**config.mk**
```make
export PLATFORM = sky130hd
export DESIGN_NAME = jerry_ctl
export DESIGN_NICKNAME = d
export VERILOG_FILES = /design/src/rtl/jerry_ctl.sv
export SDC_FILE = /design/constraint.sdc
export NUM_CORES = 1
export LEC_CHECK = 0
export CORE_UTILIZATION = 51
export DETAILED_ROUTE_END_ITERATION = 12
export MAX_ROUTING_LAYER = met4
export PLACE_DENSITY = 0.77
export SLEW_MARGIN = 20
export SYNTH_ARGS = -nofsm -noshare
export SYNTH_HDL_FRONTEND = slang
export SYNTH_SLANG_ARGS = --single-unit
```
**constraint.sdc**
```tcl
create_clock -name clk -period 3.4 [get_ports clk]
set_input_delay 0.51 -clock clk [delete_from_list [all_inputs] [get_ports clk]]
set_output_delay 0.51 -clock clk [all_outputs]
set_load 0.01 [all_outputs]
```
**src/rtl/jerry_ctl.sv**
```systemverilog
// Per-frame motion controller for the Jerry sprite: horizontal stepping with play-field
// clamps plus a ground/rise/fall jump machine, all advanced once per frame at vblank rise.
module jerry_ctl #(
  parameter int X_INIT  = 100,
  parameter int X_MIN   = 0,
  parameter int X_MAX   = 760,
  parameter int Y_FLOOR = 500,
  parameter int Y_MIN   = 0,
  parameter int STEP    = 4,
  parameter int JUMP_V0 = 12,
  parameter int GRAVITY = 1,
  parameter int VMAX    = 15
) (
  input  logic       clk,
  input  logic       rst,
  input  logic       vblnk,
  input  logic       en,
  input  logic       respawn,
  input  logic       left,
  input  logic       right,
  input  logic       jump,
  output logic [9:0] jerry_x,
  output logic [9:0] jerry_y,
  output logic       facing,
  output logic       airborne,
  output logic [1:0] dbg_state,
  output logic [4:0] dbg_vel
);

  typedef enum logic [1:0] {
    GROUND = 2'd0,
    RISE   = 2'd1,
    FALL   = 2'd2
  } state_e;

  // Signed 11-bit copies of the bounds so clamp compares see negatives instead of wrapping.
  localparam logic signed [10:0] XMIN_S   = 11'(X_MIN);
  localparam logic signed [10:0] XMAX_S   = 11'(X_MAX);
  localparam logic signed [10:0] YMIN_S   = 11'(Y_MIN);
  localparam logic signed [10:0] YFLOOR_S = 11'(Y_FLOOR);
  localparam logic signed [10:0] STEP_S   = 11'(STEP);
  localparam logic [9:0]         X_INIT_V  = 10'(X_INIT);
  localparam logic [9:0]         X_MIN_V   = 10'(X_MIN);
  localparam logic [9:0]         X_MAX_V   = 10'(X_MAX);
  localparam logic [9:0]         Y_MIN_V   = 10'(Y_MIN);
  localparam logic [9:0]         Y_FLOOR_V = 10'(Y_FLOOR);
  localparam logic [4:0]         V0_V      = 5'(JUMP_V0);
  localparam logic [4:0]         G_V       = 5'(GRAVITY);
  localparam logic [4:0]         VMAX_V    = 5'(VMAX);

  logic              vblnk_q;
  logic              tick;
  logic [9:0]        x_q, x_d;
  logic [9:0]        y_q, y_d;
  logic              facing_q, facing_d;
  state_e            state_q, state_d;
  logic [4:0]        vel_q, vel_d;
  logic signed [10:0] x_s, y_s, x_n, y_n;
  logic [5:0]        v_sum;
  logic [4:0]        v_n;

  always_comb begin
    tick     = vblnk & ~vblnk_q;
    x_d      = x_q;
    y_d      = y_q;
    facing_d = facing_q;
    state_d  = state_q;
    vel_d    = vel_q;
    x_s      = signed'({1'b0, x_q});
    y_s      = signed'({1'b0, y_q});
    x_n      = x_s;
    y_n      = y_s;
    v_sum    = {1'b0, vel_q} + {1'b0, G_V};
    v_n      = (v_sum > {1'b0, VMAX_V}) ? VMAX_V : v_sum[4:0];

    if (left && !right) begin
      x_n      = x_s - STEP_S;
      x_d      = (x_n < XMIN_S) ? X_MIN_V : x_n[9:0];
      facing_d = 1'b1;
    end else if (right && !left) begin
      x_n      = x_s + STEP_S;
      x_d      = (x_n > XMAX_S) ? X_MAX_V : x_n[9:0];
      facing_d = 1'b0;
    end

    case (state_q)
      GROUND: begin
        y_d   = Y_FLOOR_V;
        vel_d = '0;
        if (jump) begin
          state_d = RISE;
          vel_d   = V0_V;
        end
      end
      RISE: begin
        y_n = y_s - signed'({6'b0, vel_q});
        if (y_n < YMIN_S) begin
          y_d     = Y_MIN_V;
          state_d = FALL;
          vel_d   = '0;
        end else begin
          y_d = y_n[9:0];
          if (vel_q <= G_V) begin
            state_d = FALL;
            vel_d   = '0;
          end else begin
            vel_d = vel_q - G_V;
          end
        end
      end
      FALL: begin
        y_n = y_s + signed'({6'b0, v_n});
        if (y_n >= YFLOOR_S) begin
          y_d     = Y_FLOOR_V;
          state_d = GROUND;
          vel_d   = '0;
        end else begin
          y_d   = y_n[9:0];
          vel_d = v_n;
        end
      end
      default: begin
        state_d = GROUND;
        y_d     = Y_FLOOR_V;
        vel_d   = '0;
      end
    endcase
  end

  // Respawn outranks the frame tick; vblnk_q keeps sampling even while frozen.
  always_ff @(posedge clk or negedge rst) begin
    if (!rst) begin
      vblnk_q  <= 1'b0;
      x_q      <= X_INIT_V;
      y_q      <= Y_FLOOR_V;
      facing_q <= 1'b0;
      state_q  <= GROUND;
      vel_q    <= '0;
    end else begin
      vblnk_q <= vblnk;
      if (respawn) begin
        x_q      <= X_INIT_V;
        y_q      <= Y_FLOOR_V;
        facing_q <= 1'b0;
        state_q  <= GROUND;
        vel_q    <= '0;
      end else if (tick && en) begin
        x_q      <= x_d;
        y_q      <= y_d;
        facing_q <= facing_d;
        state_q  <= state_d;
        vel_q    <= vel_d;
      end
    end
  end

  assign jerry_x   = x_q;
  assign jerry_y   = y_q;
  assign facing    = facing_q;
  assign airborne  = (state_q != GROUND);
  assign dbg_state = state_q;
  assign dbg_vel   = vel_q;

endmodule
```
======== After elaboration in Yosys (flattened, before gate mapping) ========
Cells that the tools add are included.
word-level totals
  register bits after elaboration ......... 29
  latch bits .............................. 0
  memory bits (writable) .................. 0
  bits in read-only memories .............. 0
  input bits .............................. 8
  output and inout port bits .............. 29
  word-level logic and storage cells ...... 66
  memories kept ........................... 0
cells by class
  add/subtract/negate cells ............... 6
  $mul .................................... 0
  div/mod/pow operators ................... 0
  magnitude comparators ................... 6
  equal/unequal tests ..................... 5
  shift operators ......................... 0
  muxes and demuxes ....................... 30
  bitwise operators ....................... 2
  reduce and logical (&&, ||, !) cells .... 11
operators with widths
  operator               number
  $mux 10                10
  $mux 5                 6
  $lt 11x1->1 const B    2
  $pmux 10 s2            1
  $pmux 5 s3             1
  $mux 2                 6
  $add 10x3->11 const B  1
  $add 10x5->11          1
  $ge 11x10->1 const B   1
  $gt 11x11->1 const B   1
  $sub 10x3->11 const B  1
  $sub 10x5->11          1
  $add 5x1->6 const B    1
  $gt 6x4->1 const B     1
  $ne 3x3->1 const B     2
  $pmux 2 s3             1
  $le 5x1->1 const B     1
  $sub 5x1->5 const B    1
  $mux 1                 4
  $mux 4                 1
  $ne 4x4->1 const B     1
  $reduce_and 4->1       1
  $reduce_bool 2->1      2
  $logic_and 1x1->1      3
  other kinds (8)        9

======== Longest topological paths before layout ========
  word-level depth ........................ 9
  depth in mapped cells ................... 13
  gate-level depth less buffers ........... 13

======== Worst setup path after synthesis ========
Ideal clock, no wire load.
  path type ............................... reg-to-reg
  start point ............................. register vel_q[0] (netlist: dbg_vel[0])
  end point ............................... register vel_q[2] (netlist: dbg_vel[2])
  library setup time ...................... 0.080 ns
  data arrival time ....................... 3.232 ns
  required time ........................... 3.320 ns
  setup slack ............................. 0.088 ns
  stages on the path, launching flop included .. 14
  path buffers ............................ 0
  period minus slack after synthesis ...... 3.312 ns
  cell sequence ........................... dfrtp_1 -> ha_1 -> nand3_1 -> mux2i_1 -> nand2_1 -> ha_1 -> fa_1 -> or4_1 -> o2111ai_1 -> nor3_1 -> nand4_2 -> nand3_4 -> or3b_1 -> o211ai_2
between the ends
  word-level cells in the longest chain between the ends .. 9
  elaborated cells between the ends (all ways) .. 15
  classes of those cells .................. add/sub (4); order compare (4); mux (7)
RTL lines
  element                   RTL line  RTL
  start: declaration        57        logic [4:0] vel_q, vel_d;
  start signal: assignment  152       vel_q <= vel_d;
  $add 5x1->6               73        v_sum = {1'b0, vel_q} + {1'b0, G_V};
  $gt 6x4->1                74        v_n = (v_sum > {1'b0, VMAX_V}) ? VMAX_V : v_sum[4:0];
  $mux 5                    74
  $add 10x5->11             112       y_n = y_s + signed'({6'b0, v_n});
  $ge 11x10->1              113       if (y_n >= YFLOOR_S) begin
  $mux 5                    113
  $pmux 5 s3 *              86        case (state_q)
  $mux 5 *                  147       end else if (tick && en) begin
  $mux 5 *                  141       if (respawn) begin
Mark *: on every way between the ends. The rest lies on a longest branch, timed or not. The select of a mux whose other input is x is not followed.
A chain may end at the register's enable or synchronous reset.

======== Final worst setup path ========
Ends and elaborated chain as after synthesis.

==> results.json <==
{
  "slew_viol_final": 0,
  "power_density_mw_per_mm2": 216.1,
  "antenna_left": 0,
  "grt_pass1_wl_mm": 11.10,
  "grt_max_degree": 28,
  "drive_above_1_share_pct": 10.67,
  "synth_cell_types": 65,
  "fin_setup_tns_ps": 0,
  "clk_latency_ps": 280,
  "yosys-top-cells-count": "29 x nand2_1, 27 x nor2_1, 27 x o21ai_0, 26 x a21oi_1, 22 x inv_1",
  "ys_ff_latch": 27,
  "crit_fanout": 8,
  "yosysWarnings": 0,
  "async_flop_share_pct": 100.0,
  "critPathKind": "reg2reg",
  "synth_top_area_share_pct": 16.59,
  "dr.pass1.iters": 5,
  "cts_tree": "built",
  "drt_iter0_markers": 209,
  "synth_edf_count": 0,
  "worstPathRequired_ps": 3610,
  "syn2layout_area_growth_pct": 18.85,
  "ff2ff_path_depth": 13,
  "grt-ovfl-total": 0,
  "setup_viol": 0,
  "port_buffers": 34,
  "synth_most_common_cell": "nand2_1",
  "chipHeight_um": 74.97,
  "relSlewSlack_pct": 42.24,
  "via_per_inst": 6.184,
  "wl_per_cell_um": 15.85,
  "die_x_um": 74.97,
  "outcome": "finished, final reports clean",
  "gp_congestion": 1.055,
  "cap_violations": 0,
  "muxShareOfSynthArea_pct": 0.7373,
  "numClockSinks": 27,
  "ys.flop_type": "dfrtp_1",
  "first_global_vias": 2328,
  "synth-simple-area-share_pct": 24.38,
  "fin_ws_ps": 125.1,
  "finalNonFillerCells": 445,
  "start_util_pct": 53.16,
  "place_hpwl_mm": 5.310,
  "die-area_mm2": 0.005620,
  "syn_inst": 344,
  "remaining_drc_errors": 0,
  "fin_crit_sh_pct": 96.32,
  "fin_nets": 407,
  "hold_class": "reg2reg",
  "dr_total_vias": 2752,
  "synth_area_leader_cell": "dfrtp_1",
  "synth_top_family_by_area": "compound AO/OA/AOI/OAI gates",
  "cts_max_level": 1,
  "fill_cells": 475,
  "cts_max_path_buffers": 2,
  "antenna_cells": 0,
  "grt_usage_pct": 26.85,
  "antenna_found_initial": 0,
  "final_hold_viol_count": 0,
  "post-place-ws_ps": 70.82,
  "synthesis.area_mm2": 0.002715,
  "cp.arrival_ps": 3480,
  "design_area_mm2": 0.003227,
  "ys_top_cells_by_area": "dfrtp_1 17%, ha_1 9.7%, dfstp_2 8.7%, o21ai_0 5.0%, a21oi_1 4.8%",
  "seq_area_frac_synth_pct": 25.30,
  "core_area_mm2": 0.005107,
  "multi_input_area_mm2": 0.001917,
  "regArea_um2": 686.9,
  "cts_made_buffers": 3,
  "worst_clock_skew_ps": 6.349,
  "ios": 37,
  "hold-path-cell-count": 2,
  "cts-root-buf": "clkbuf_8",
  "synth_compound_area_share_pct": 29.49,
  "fp-row-count": 26,
  "clock.fmax_ghz": 0.3054,
  "worst_pin_slew_ps": 864.6,
  "placed_cells": 439,
  "cp-start-kind": "flop",
  "cp-end-kind": "flop",
  "yosys.area_share.adder_pct": 11.15,
  "period_needed_ps": 3275,
  "path_clk_slew_ps": 100,
  "syn_area_per_cell_um2": 7.893,
  "place_area_mm2": 0.003126,
  "synth_xor_area_share_pct": 2.903,
  "peakVddDrop_mv": 0.1531,
  "power.leakage_nw": 1.232,
  "drt_wl_total_mm": 7.055
}
==> per-stage QoR <==
| step | hold slack [ps] | power, W | util [%] |
|---|---|---|---|
| after floorplan | 214.4 | 0.0004484 | - |
| after global placement | 515.4 | 0.0005017 | 61.20 |
| after detailed placement | 533.1 | 0.0005036 | 61.20 |
| after CTS | 544.3 | 0.0006931 | 62.08 |
| after global routing | 578.2 | 0.0007286 | 63.18 |
| final | 558.8 | 0.0006973 | 63.18 |
==> what timing repair did <==
action,CTS,global route
hold buffers,0,0
endpoints found under the hold margin,0,0
setup endpoints to repair,0,7
setup buffers,0,2
resized for setup,0,9
==> per-layer routing <==
metal,global-route usage [%],vias to the layer above,routed length [um],share of wire (%)
li1,-,1332,-,-
met1,37.21,1306,3208,45
met2,42.24,101,3290,47
met3,2.677,13,442,6.3
met4,6.709,0,114,1.6
met5,-,-,0,0
==> where the power goes <==
group / switching [W] / leakage, nW / internal (W)
clock: 0.000110 / 0.0228 / 0.0000844
combinational: 0.0000848 / 0.867 / 0.0000651
sequential: 0.0000193 / 0.343 / 0.000333
total: 0.000215 / 1.23 / 0.000483
==> sequential cells by signal, summed over array words and instances (netlist names) <==
register	cells
facing	1
vblnk_q	1
jerry_y	10
jerry_x	8
dbg_vel	5
dbg_state	2
==> placed cells by master (no fill, tap or decap), types with 3 or more instances in the layout <==
| cell type | synthesis | final |
|---|---|---|
| or2_2 | 3 | 3 |
| nor3b_1 | 4 | 4 |
| o31ai_1 | 7 | 7 |
| conb_1 | 1 | 3 |
| a211oi_1 | 4 | 4 |
| clkbuf_8 | 0 | 3 |
| buf_4 | 2 | 9 |
| o22ai_1 | 5 | 5 |
| nand3_1 | 6 | 6 |
| a32oi_1 | 3 | 3 |
| dfstp_2 | 9 | 9 |
| dfrtp_1 | 18 | 18 |
| nor2b_1 | 5 | 5 |
| o21ai_0 | 27 | 27 |
| a31oi_1 | 5 | 5 |
| ha_1 | 21 | 18 |
| nand2_1 | 29 | 29 |
| nand2b_1 | 9 | 8 |
| nand4_1 | 4 | 4 |
| or3_1 | 6 | 6 |
| a21boi_0 | 3 | 3 |
| a22oi_1 | 6 | 6 |
| xnor2_1 | 5 | 5 |
| nor3_1 | 13 | 13 |
| inv_1 | 22 | 22 |
| o31a_1 | 3 | 3 |
| nor2_1 | 27 | 27 |
| and3_1 | 4 | 4 |
| xor2_1 | 4 | 4 |
| and2_1 | 3 | 3 |
| clkdlybuf4s50_1 | 0 | 34 |
| a41oi_1 | 3 | 3 |
| a21oi_1 | 26 | 26 |
==> cells by family (layout without fill, tap and decap cells) <==
kind of cell / count (synthesis) / in the layout
adders and majority gates: 23 / 23
xor gates and xnor gates: 9 / 9
other: 1 / 3
DFF: 27 / 27
buffers and inverters: 40 / 69
AOI/OAI and AO/OA: 117 / 117
muxes: 2 / 2
and+or+nand+nor: 125 / 125
==> final timing paths <==
path	start	endpoint	slack, ps
worst max register to register	dbg_vel[0]	dbg_vel[2]	130
max in group asynchronous	rst	jerry_x[6]	2490
worst max-delay path	dbg_vel[0]	dbg_vel[2]	130
worst min register to register	jerry_y[4]	jerry_y[4]	560
worst min-delay path	jerry_y[4]	jerry_y[4]	560
min in group asynchronous	rst	jerry_y[9]	590
==> layout make-up <==
class | instances | share of cell area [%]
tap | 70 | 2.714
clock buffer | 4 | 1.396
timing repair buffer | 43 | 12.64
inverter | 22 | 2.559
multi-input combinational | 279 | 59.40
sequential | 27 | 21.29
==> critical path, stage by stage (launching register included) <==
cell and delay (ps):
dfrtp_1 400, ha_2 210, nand3_1 110, mux2i_2 290
buf_4 180, nand2b_4 60, ha_1 310, a21o_4 230
a221oi_4 340, o31a_1 270, or2_4 170, nand3_4 120
or3b_4 420, o211ai_2 70
No activity file was read; power rests on OpenSTA's default activity.
